[src/rtl/counter_pkg.sv]
// Shared types and sizing for the counter sequencer: FSM state encoding,
// default counter width and the saturating wrap-counter width.
package counter_pkg;

    localparam int unsigned CounterWidth = 4;
    localparam int unsigned WrapsWidth   = 8;

    typedef enum logic [1:0] {
        StIdle = 2'd0,
        StRun  = 2'd1,
        StHold = 2'd2
    } state_e;

endpackage

[src/rtl/up_counter_core.sv]
// Width-bit up counter with synchronous clear (priority) and count enable,
// asynchronous active-low reset.
module up_counter_core #(
    parameter int unsigned Width = 4
) (
    input  logic             clk_i,
    input  logic             rst_ni,
    input  logic             clr_i,
    input  logic             en_i,
    output logic [Width-1:0] count_o
);

    logic [Width-1:0] count_d, count_q;

    always_comb begin
        count_d = count_q;
        if (clr_i) begin
            count_d = '0;
        end else if (en_i) begin
            count_d = count_q + Width'(1);
        end
    end

    always_ff @(posedge clk_i or negedge rst_ni) begin
        if (!rst_ni) begin
            count_q <= '0;
        end else begin
            count_q <= count_d;
        end
    end

    assign count_o = count_q;

endmodule

[src/rtl/counter_sequencer.sv]
// Start/stop/abort sequencer around an up counter: one-shot or auto-reload
// runs to a latched terminal count, with a done pulse and saturating wrap count.
module counter_sequencer
    import counter_pkg::*;
#(
    parameter int unsigned WIDTH = CounterWidth
) (
    input  logic                  clk,
    input  logic                  reset,
    input  logic                  start,
    input  logic                  stop,
    input  logic                  abort,
    input  logic                  auto_reload,
    input  logic [WIDTH-1:0]      terminal,
    output logic [WIDTH-1:0]      count,
    output logic                  busy,
    output logic                  done,
    output logic [WrapsWidth-1:0] wraps
);

    localparam logic [WrapsWidth-1:0] WrapsMax = '1;

    state_e                state_d, state_q;
    logic [WIDTH-1:0]      term_d, term_q;
    logic                  mode_d, mode_q;
    logic                  done_d, done_q;
    logic [WrapsWidth-1:0] wraps_d, wraps_q;
    logic                  cnt_clr, cnt_en;

    up_counter_core #(
        .Width (WIDTH)
    ) u_core (
        .clk_i   (clk),
        .rst_ni  (reset),
        .clr_i   (cnt_clr),
        .en_i    (cnt_en),
        .count_o (count)
    );

    always_comb begin
        state_d = state_q;
        term_d  = term_q;
        mode_d  = mode_q;
        wraps_d = wraps_q;
        done_d  = 1'b0;
        cnt_clr = 1'b0;
        cnt_en  = 1'b0;
        if (abort) begin
            state_d = StIdle;
            cnt_clr = 1'b1;
        end else begin
            unique case (state_q)
                StIdle: begin
                    if (start && !stop) begin
                        state_d = StRun;
                        term_d  = terminal;
                        mode_d  = auto_reload;
                        wraps_d = '0;
                        cnt_clr = 1'b1;
                    end
                end
                StRun: begin
                    // stop outranks the terminal edge: no done, no wrap
                    if (stop) begin
                        state_d = StHold;
                    end else if (count == term_q) begin
                        done_d = 1'b1;
                        if (mode_q) begin
                            cnt_clr = 1'b1;
                            if (wraps_q != WrapsMax) begin
                                wraps_d = wraps_q + 8'd1;
                            end
                        end else begin
                            state_d = StIdle;
                        end
                    end else begin
                        cnt_en = 1'b1;
                    end
                end
                StHold: begin
                    if (start && !stop) begin
                        state_d = StRun;
                    end
                end
                default: state_d = StIdle;
            endcase
        end
    end

    always_ff @(posedge clk or negedge reset) begin
        if (!reset) begin
            state_q <= StIdle;
            term_q  <= '0;
            mode_q  <= 1'b0;
            done_q  <= 1'b0;
            wraps_q <= '0;
        end else begin
            state_q <= state_d;
            term_q  <= term_d;
            mode_q  <= mode_d;
            done_q  <= done_d;
            wraps_q <= wraps_d;
        end
    end

    assign busy  = (state_q == StRun) || (state_q == StHold);
    assign done  = done_q;
    assign wraps = wraps_q;

endmodule
[config.mk]
export PLATFORM = sky130hd
export DESIGN_NAME = counter_sequencer
export DESIGN_NICKNAME = d
export VERILOG_FILES = /design/src/rtl/counter_pkg.sv /design/src/rtl/up_counter_core.sv /design/src/rtl/counter_sequencer.sv
export SDC_FILE = /design/constraint.sdc
export NUM_CORES = 1
export LEC_CHECK = 0
export ABC_CLOCK_PERIOD_IN_PS = 2300
export CORE_ASPECT_RATIO = 1.5
export CORE_MARGIN = 4
export CORE_UTILIZATION = 30
export CTS_CLUSTER_DIAMETER = 150
export DETAILED_ROUTE_END_ITERATION = 8
export GPL_ROUTABILITY_DRIVEN = 0
export PLACE_DENSITY_LB_ADDON = 0.25
export SYNTH_ARGS = -nofsm -noshare
export SYNTH_HDL_FRONTEND = slang
export SYNTH_HIERARCHICAL = 1
export SYNTH_SLANG_ARGS = --single-unit
export TNS_END_PERCENT = 100
[constraint.sdc]
create_clock -name clk -period 2.3 [get_ports clk]
set_clock_uncertainty 0.15 [all_clocks]
set_input_delay 0.345 -clock clk [delete_from_list [all_inputs] [get_ports clk]]
set_output_delay 0.345 -clock clk [all_outputs]
set_load 0.005 [all_outputs]
==> metrics.md <==
| Metric | Value |
|---|---|
| Status | `completed` |
| Unique masters post-synth | `37` |
| Slew HR | `between 60% and 70%` |
| Hold Slack | `0.268 ns` |
| Fin crit share | `97.2%` |
| Area of the multi-input gates | `657 sq um` |
| Initial antenna violation count | `0` |
| Mapped Nets | `135` |
| Maximum vdd drop | `0.592 mV` |
| WL final | `2720 um` |
| Crit Reg-Reg Startpoint | `state_q[0]` |
| Syn avg cell area | `9.95 sq um` |
| Largest net degree at the start of global routing | `21` |
| Die area | `0.00504 sq mm` |
| Slew Viols, Final | `0` |
| FF/Latch Area | `500 sq um` |
| Critical Path Start | `state_q[0]` |
| Worst Hold Class | `input pin to async pin` |
| N_diodes | `0` |
| Die Y | `84.9 um` |
| Worst-margin pin slew | `0.468 ns` |
| MaxCap Viol Count | `0` |
| Critical path's slowest cell | `or4_4` |
| Crit Path Class | `flop to flop` |
| Core box area | `about 0.0037 sq mm` |
| Max FO, Critical Path | `8` |
| Pwr/cell area | `683 mW/mm^2` |
| Total grt overflow | `0` |
| Asr flop ratio synth | `between 90% and 100%` |
| Clock slew at reported path FFs | `~0.08 ns` |
| DRC violations left | `0` |
| Arrival time worst endpoint | `between 2 and 2.5 ns` |
| Total CTS buffers | `3` |
| Setup total negative slack | `0 ns` |
| Share of post-route cells with drive strength above 1 | `20.0%` |
| Antenna viol nets, final | `0` |
| Synthesized instance count | `between 100 and 150` |
| Critical Path Start Type | `flop` |
| Clock sinks | `20` |
| Vias in the first global route | `1145` |
| Worst Path Required | `about 2.3 ns` |
| Top FF cell, synth | `dfrtp_1` |
| Initial Util | `31.6%` |
| Pre-CTS WS | `-0.0367 ns` |
| Largest stage delay on the critical path | `0.49 ns` |
| Vias | `1069` |
| P_leak | `around 0.0007 uW` |
| Iteration-0 DRC Markers | `14` |
| Tmin final | `2.24 ns` |
| Area growth, synth to finish | `40.8%` |
| Clock Root Buffer | `clkbuf_8` |
| Net count reported at finish | `177` |
| Commonest cells after routing, fill and taps aside | `clkdlybuf4s50_1, dfrtp_1, buf_4` |
| Ys Warns | `6` |
| CTS tree | `yes` |
| Number of I/O pins | `24` |
| Worst Setup End Kind | `flop` |
| Most common cell after layout, fill and taps aside | `clkdlybuf4s50_1` |
| Synth top area cells | `dfrtp_1, ha_1, nand4_1` |
| H-tree levels | `1` |
| Mapped cell area | `between 0.001 and 0.0015 sq mm` |
| First-pass iteration count of the detailed router | `4` |
| Sequential share of the synthesized area | `42.3%` |
| # rows | `27` |
| Final hold vios | `0` |
| Worst skew pair latency | `about 0.25 ns` |
| Fin util | `around 44%` |
| Synth area leader | `dfrtp_1` |
| Die outline width | `about 60 um` |
| PortBufs | `23` |
| Max Clk Rate | `approximately 450 MHz` |
| Clock buffer depth | `2` |
| Global-route wire length before repair | `4850 um` |
| Synth top area share | `a little over two fifths` |
| EDFF count, synth | `0` |
| Fill cell count | `364` |
| Setup WS post-layout | `between 0.06 and 0.07 ns` |
| Yosys reg bits | `20` |
| Crit-path cells | `inv_2 > ha_4 > buf_4 > a2111oi_4 > o21ai_4 > or4_4 > nand3_1` |
| Gr usage total | `11.8%` |
| Via/cell ratio | `5.27` |
| Final setup fails | `0` |
| DP HPWL | `2070 um` |
| Wirelength per Cell | `13.4 um` |
-- where the power goes --
| part | total (uW) | internal, uW | switching (uW) |
|---|---|---|---|
| Clock | 351 | 232 | 119 |
| Sequential | 474 | 411 | 62.3 |
| Combinational | 314 | 176 | 138 |
| Total | 1140 | 820 | 319 |
-- final cells by class --
| type | instances | area share [%] |
|---|---|---|
| Multi-Input combinational cell | 89 | 39.4 |
| Clock inverter | 1 | 1.80 |
| Tap cell | 43 | 3.23 |
| Sequential cell | 20 | 30.0 |
| Clock buffer | 3 | 2.48 |
| Timing Repair Buffer | 40 | 21.5 |
| Inverter | 7 | 1.58 |
-- routing by layer --
layer	vias to the layer above	wire length (um)	track usage, %
met5	-	0	0
met3	2	140	2.59
met1	519	1100	13.6
met4	0	17	3.09
met2	24	1460	21.3
li1	524	-	-
-- state kept, by name, indices dropped and copies added (netlist names) --
name and flops:
u_core/count_o 4, state_q 2, mode_q 1, wraps 8
term_q 4, done 1
-- path summary, 6_finish.rpt --
kind | to | slack (ns) | cells after the start
worst max-delay path | wraps[3] | 0.06 | 7
worst min-delay path | wraps[6] | 0.27 | 2
worst max register to register | wraps[3] | 0.06 | 7
worst min register to register | term_q[1] | 0.36 | 1
max in group asynchronous | state_q[0] | 1.52 | 2
min in group clk | term_q[1] | 0.36 | 1
-- critical path, delay by kind of cell (launching register included) --
| kind | cells | cell delay, ns |
|---|---|---|
| flops | 1 | 0.41 |
| simple gates | 2 | 0.58 |
| fa+ha+maj | 1 | 0.17 |
| compound gates | 2 | 0.64 |
| buf+inv | 2 | 0.22 |
-- cell families after synthesis --
family          share of synthesized area (%)
simple gates                             22.1
mux                                      6.76
xor+xnor                                 3.70
flops                                    42.3
compound gates                           14.6
fa+ha+maj                                6.34
buf+inv                                  4.23
-- metrics by stage --
stage / cell area (sq um) / cells / power, uW
2_1_floorplan: 1180 / 119 / 614
3_5_place_dp: 1550 / 196 / 787
6_report: 1670 / 203 / 1140
3_3_place_gp: 1550 / 196 / 775
4_1_cts: 1620 / 200 / 1140
5_1_grt: 1670 / 203 / 1220
-- what timing repair did --
action                     4_1_cts  5_1_grt
setup endpoints to repair        3        6
cloned                           0        0
gates resized for setup          0        6
pin swaps                        1        1
buffers inserted                 0        3
hold buffers                     0        0
-- cell usage after synthesis (2+ instances only) --
cell      instances
nand4_1           7
or4_1             3
mux2_1            3
o21ai_0           2
inv_1             6
nor4_1            3
nand3_1           8
nand3b_1          2
o21ai_1           5
a211o_1           2
nor2_1            7
xnor2_1           5
and3_1            5
ha_1              6
dfrtp_1          20
mux2i_1           2
a21oi_1           6
nand2_1           8
(Power assumes the default switching activity.)
